**src/rtl/shift_sequencer.sv**
```systemverilog
// Multi-cycle 32-bit shifter built on a single shift-by-two stage.
// One request at a time through a start/busy/done handshake.
module shift_sequencer (
  input  logic        clk_i,
  input  logic        rst_i,
  input  logic        start_i,
  input  logic [31:0] data_i,
  input  logic [4:0]  shamt_i,
  input  logic        dir_i,
  input  logic        arith_i,
  output logic        busy_o,
  output logic        done_o,
  output logic [31:0] data_o
);

  typedef enum logic [1:0] {
    IDLE  = 2'd0,
    SHIFT = 2'd1,
    DONE  = 2'd2
  } state_t;

  state_t      state;
  logic [31:0] work;
  logic [4:0]  rem;
  logic        dir;
  logic        arith;

  logic        step2;
  logic        fill;
  logic [31:0] work_nxt;
  logic [4:0]  rem_nxt;

  always_comb begin
    step2    = rem >= 5'd2;
    fill     = arith & work[31];
    work_nxt = work;
    rem_nxt  = step2 ? rem - 5'd2 : rem - 5'd1;
    unique case (1'b1)
      !dir &&  step2: work_nxt = {work[29:0], 2'b00};
      !dir && !step2: work_nxt = {work[30:0], 1'b0};
      dir  &&  step2: work_nxt = {{2{fill}}, work[31:2]};
      dir  && !step2: work_nxt = {fill, work[31:1]};
      default:        work_nxt = work;
    endcase
  end

  always_ff @(posedge clk_i) begin
    if (!rst_i) begin
      state <= IDLE;
      work  <= '0;
      rem   <= '0;
      dir   <= 1'b0;
      arith <= 1'b0;
    end else begin
      unique case (state)
        IDLE: begin
          if (start_i) begin
            work  <= data_i;
            rem   <= shamt_i;
            dir   <= dir_i;
            arith <= arith_i & dir_i;
            state <= (shamt_i == 5'd0) ? DONE : SHIFT;
          end
        end
        SHIFT: begin
          work <= work_nxt;
          rem  <= rem_nxt;
          if (rem_nxt == 5'd0)
            state <= DONE;
        end
        DONE: state <= IDLE;
        default: state <= IDLE;
      endcase
    end
  end

  assign busy_o = state != IDLE;
  assign done_o = state == DONE;
  assign data_o = work;

endmodule

```
**config.mk**
```make
export PLATFORM = sky130hd
export DESIGN_NAME = shift_sequencer
export DESIGN_NICKNAME = d
export VERILOG_FILES = /design/src/rtl/shift_sequencer.sv
export SDC_FILE = /design/constraint.sdc
export NUM_CORES = 1
export LEC_CHECK = 0
export ABC_AREA = 0
export BUFFER_PORTS_ARGS = -buffer_cell sky130_fd_sc_hd__buf_4
export CAP_MARGIN = 20
export CORE_UTILIZATION = 27
export CTS_BUF_LIST = sky130_fd_sc_hd__clkbuf_16
export CTS_CLUSTER_SIZE = 24
export DETAILED_ROUTE_END_ITERATION = 7
export PLACE_DENSITY_LB_ADDON = 0.25
export SYNTH_ARGS = -nofsm -noshare
export SYNTH_HDL_FRONTEND = slang
export SYNTH_SLANG_ARGS = --single-unit
```
**constraint.sdc**
```tcl
create_clock -name clk_i -period 2 [get_ports clk_i]
set_clock_uncertainty 0.05 [all_clocks]
set_input_delay 0.4 -clock clk_i [delete_from_list [all_inputs] [get_ports clk_i]]
set_output_delay 0.4 -clock clk_i [all_outputs]
set_load 0.02 [all_outputs]
```
Word-level counts from Yosys, hierarchy flattened. Index checks and enable logic that the tools add are counted.

Output and inout bits: 34. Bits in registers: 41. Input port bits: 42. Logic and storage cells: 40.

Multiplexer cells: 10. Eq/ne operators: 5. Reduce and logical (&&, ||, !) cells: 15. Add/subtract/negate cells: 2. Bitwise operators: 2. Magnitude comparators: 1.

Operator list (count): $pmux 32 s4 (1); $pmux 32 s2 (1); $mux 32 (1); $logic_not 5->1 (2); $mux 5 (2); $pmux 5 s2 (1); $mux 2 (3); $reduce_and 2->1 (3); $ge 5x2->1 const B (1); $ne 5x5->1 const B (1); $sub 5x1->5 const B (1); $sub 5x2->5 const B (1); $logic_and 1x1->1 (4); $ne 2x2->1 const B (2); $pmux 2 s2 (1); $reduce_bool 2->1 (2); $reduce_and 3->1 (1); $and 1x1->1 (2); $eq 2x1->1 const B (1); $eq 2x2->1 const B (1); $logic_not 1->1 (2); $logic_not 2->1 (1).

Logic depth before layout (Yosys ltp).
Depth after elaboration: 5. Gate-level depth with buffers: 11. Mapped depth without buffers: 7.

Least setup slack after synthesis. No wires, ideal clock.

Path type: reg2reg. Start: register rem[1]. End: register work[22], in the netlist data_o[22]. Data required time: 1.833 ns. Buffers on the path: 2. Library setup time: 0.117 ns. Period minus slack after synthesis: 2.074 ns. Cell stages (with the launch flop): 9. Path slack: -0.074 ns. Data arrival time: 1.907 ns. Path through: dfxtp_1 -> inv_1 -> ha_1 -> nor2b_1 -> and3b_1 -> buf_6 -> buf_8 -> mux4_2 -> a22o_1.

Word-level cells in the longest chain between the ends: 5. Elaborated cells between the ends (all ways): 10. Those cells by class: 1 x order compare; 1 x eq/ne; 2 x mux; 6 x reduce/logical.

RTL lines: start, declared (line 24) `logic [4:0] rem;`; start signal, assigned (line 59) `rem <= shamt_i;`; start signal, assigned (line 67) `rem <= rem_nxt;`; $ge 5x2->1 * (line 34) `step2 = rem >= 5'd2;`; $logic_not 1->1 (line 40, 42); $logic_and 1x1->1 (on tied branches) (line 42, 40); $pmux 32 s4 / $ne 5x5->1 (equally long branches); $pmux 32 s2 / $reduce_and 3->1 (equally long branches); end signal, assigned (line 58) `work <= data_i;`; end signal, assigned (line 66) `work <= work_nxt;`; end, declared (line 23) `logic [31:0] work;`.

Mark *: on every way between the ends. The rest lies on a longest branch, timed or not. A chain may end at the register's enable or synchronous reset.

Worst setup path after layout.
Start: register rem[1]. End: register work[19], in the netlist data_o[19].

Same word-level chain as after synthesis.

==> results.yml <==
power:
  peakVddDrop_uv: 384
  p_leak_nw: 1.68
  finalPower_mw: 4.11
  p_per_area_mw_per_mm2: 1020
drt:
  drtIter0Drc: 189
  ant_nets: 0
  drt-vias-per-instance: 5.40
  wl_per_cell_um: 17.5
  routed-via-count: 3166
  wirelength_mm: 10.2
  drcViolationCount: 0
  drt_pass1_iterations: 4
sta:
  hold_viol_final: 0
  post-route-period-util_pct: 103
  max_slew_margin_pct: 56.8
  period_needed_ns: 2.05
  finalSetupViolations: 5
  drv_slew: 0
  max_freq_ghz: 0.487
  rsz0062_at_grt: "yes"
  hold_ws_ns: 0.304
  worst_pin_slew_ns: 0.647
  layout_setup_ws_ns: -0.0525
logic_synthesis:
  ys_seq_area_share_pct: 30.0
  netlist_instances: 349
  syn-num-nets: 395
  yosysTopAreaCell: "dfxtp_1"
  ys.flop_type: "dfxtp_1"
  ys_types: 54
  synth_area_per_cell_um2: 7.85
  syn-cell-area_mm2: 0.00274
  ys_seq_elements: 41
  async_reset_ff_share_pct: 0
  synth-edff-count: 0
  yosys_warnings: 0
  synth_area_leaders: "dfxtp_1 (30%), nand2_1 (8.6%), a22o_1 (8.0%), mux4_2 (6.6%), a21oi_1 (6.0%)"
  synth_top_area_share_pct: 30.0
global_routing:
  grt_pass1_vias: 3027
  antenna_found_initial: 0
  grt.overflow.total: 0
  grt_max_degree: 35
  grt_pass1_wl_mm: 15.8
  track_usage_pct: 19.3
clocking:
  cts_buffers: 5
  cts_tree: "built"
  clock-sinks: 41
  htreeDepth: 2
  clk_pin_slew_ns: 0.07
  root_buffer: "clkbuf_16"
  clk_path_buf_depth: 2
  hold_buffers: 0
  clock_latency_ns: 0.29
worst_setup_path:
  start_kind: "register"
  worstPathRequired_ns: 2.13
  r2r-start: "rem[1]"
  worstSetupPathType: "register to register"
  worstPathMaxFanout: 6
  critPathArrivalTime_ns: 2.18
  endpoint_kind: "register"
  r2r_cells: 7
  r2r-end: "data_o[19]"
  regToRegSetupSlack_ns: -0.05
  crit_end: "data_o[19]"
  startpoint: "rem[1]"
floorplan:
  die_area_mm2: 0.0106
  core_area_mm2: 0.00982
  num_rows: 36
  die-width_um: 103
  io_pins: 76
  die-height_um: 103
  initial_core_util_pct: 27.9
place:
  placed_cell_area_mm2: 0.00361
  gp_congestion: 0.812
  io_buffers: 75
  dp_hpwl_mm: 7.04
status:
  status: "complete, but fails checks"
  failed_checks: "setup timing"
layout:
  final_util_pct: 41.2
  antenna_cells: 0
  synthToLayoutAreaGrowth_pct: 47.6
  final_layout_size_suffix_gt1_share_pct: 39.5
  postLayoutCellArea_mm2: 0.00405
  nets: 498
hold_path:
  min_path_type: "input port to register"
run:
  maxCapViolations: 0
flip-flops by register name, summed over array words and instances, names as in the netlist:
signal,cells
data_o,32
rem,5
state,2
arith,1
dir,1
through the flow:
step | instances | setup WS (ns) | TNS, ns
global route | 586 | -0.124 | -1.30
global placement | 563 | -0.177 | -1.34
floorplan | 349 | -0.00804 | -0.0161
CTS | 577 | -0.0585 | -0.119
finish | 586 | -0.0525 | -0.143
detailed placement | 563 | -0.268 | -2.68
how the worst min path moves through the flow:
stage | endpoint | start | cells past startpoint | slack [ns]
finish | data_o[14] | data_i[14] | 3 | 0.30
global route | data_o[14] | data_i[14] | 3 | 0.32
CTS | data_o[14] | data_i[14] | 3 | 0.30
detailed placement | arith | arith | 2 | 0.44
global placement | arith | arith | 2 | 0.44
floorplan | arith | arith | 2 | 0.40
cell families after synthesis:
group,after synthesis,synth area share (%)
and+or+nand+nor,126,20.5
DFF,41,30.0
adders and majority gates,4,1.83
muxes,14,9.04
AOI/OAI and AO/OA,127,32.4
xor gates and xnor gates,1,0.320
buffers and inverters,36,5.89
cells in the mapped netlist (4+ instances only):
cell type,instances
nand2_1,63
clkbuf_1,20
o21ai_0,17
a211o_1,4
nand3_1,21
a221oi_1,4
a22o_1,25
mux2_2,6
a21oi_1,33
o221ai_1,5
ha_1,4
a31oi_1,10
mux4_2,8
nor2_1,23
dfxtp_1,41
inv_1,6
placed cells by master, fill, tap and decap left out, drive strengths merged, types with 3 or more instances in the layout:
| cell | synthesis | final |
|---|---|---|
| buf | 9 | 123 |
| nand2 | 63 | 63 |
| dfxtp | 41 | 41 |
| a21oi | 33 | 33 |
| a22o | 25 | 25 |
| nor2 | 23 | 23 |
| nand3 | 21 | 21 |
| o21ai | 18 | 18 |
| a31oi | 10 | 10 |
| mux4 | 8 | 8 |
| inv | 7 | 7 |
| mux2 | 6 | 6 |
| clkbuf | 20 | 6 |
| o221ai | 5 | 5 |
| a211o | 4 | 4 |
| a221oi | 4 | 4 |
| ha | 4 | 4 |
| and3 | 3 | 3 |
| o211ai | 3 | 3 |
| or3 | 3 | 3 |
| o311ai | 3 | 3 |
| clkinv | 0 | 3 |
worst max-delay path: stages (launching register included):
cell and delay (ns):
dfxtp_2 0.33, inv_2 0.08, ha_4 0.13, nor2b_4 0.16
and3b_4 0.30, mux4_2 0.52, a211o_1 0.24, o2111a_1 0.13
area by class of cell:
cell class	instances	area, µm²
Tap cell	133	166
Clock inverter	3	17.5
Sequential cell	41	825
Clock buffer	5	125
Inverter	7	26.3
Timing Repair Buffer	124	991
Multi-Input combinational cell	273	1890
Fill cell	1022	5770
metal layers:
layer | global-route usage, % | share of wire, % | vias to the layer above
li1 | - | - | 1528
met1 | 27.1 | 47 | 1542
met2 | 31.6 | 48 | 88
met3 | 2.51 | 4.7 | 8
met4 | 4.23 | 0.66 | 0
met5 | 0 | 0 | -
report_power, final:
part	internal (mW)	switching, mW	total, mW
clock network	0.459	0.352	0.811
registers	0.962	0.214	1.18
logic	1.04	1.08	2.12
timing repair:
| action | 4_1_cts | 5_1_grt |
|---|---|---|
| cloned | 1 | 2 |
| pin swaps | 8 | 16 |
| setup buffers | 5 | 8 |
| endpoints found under the setup margin | 25 | 34 |
| resized for setup | 9 | 33 |
Power figures use the tool's default switching activity.
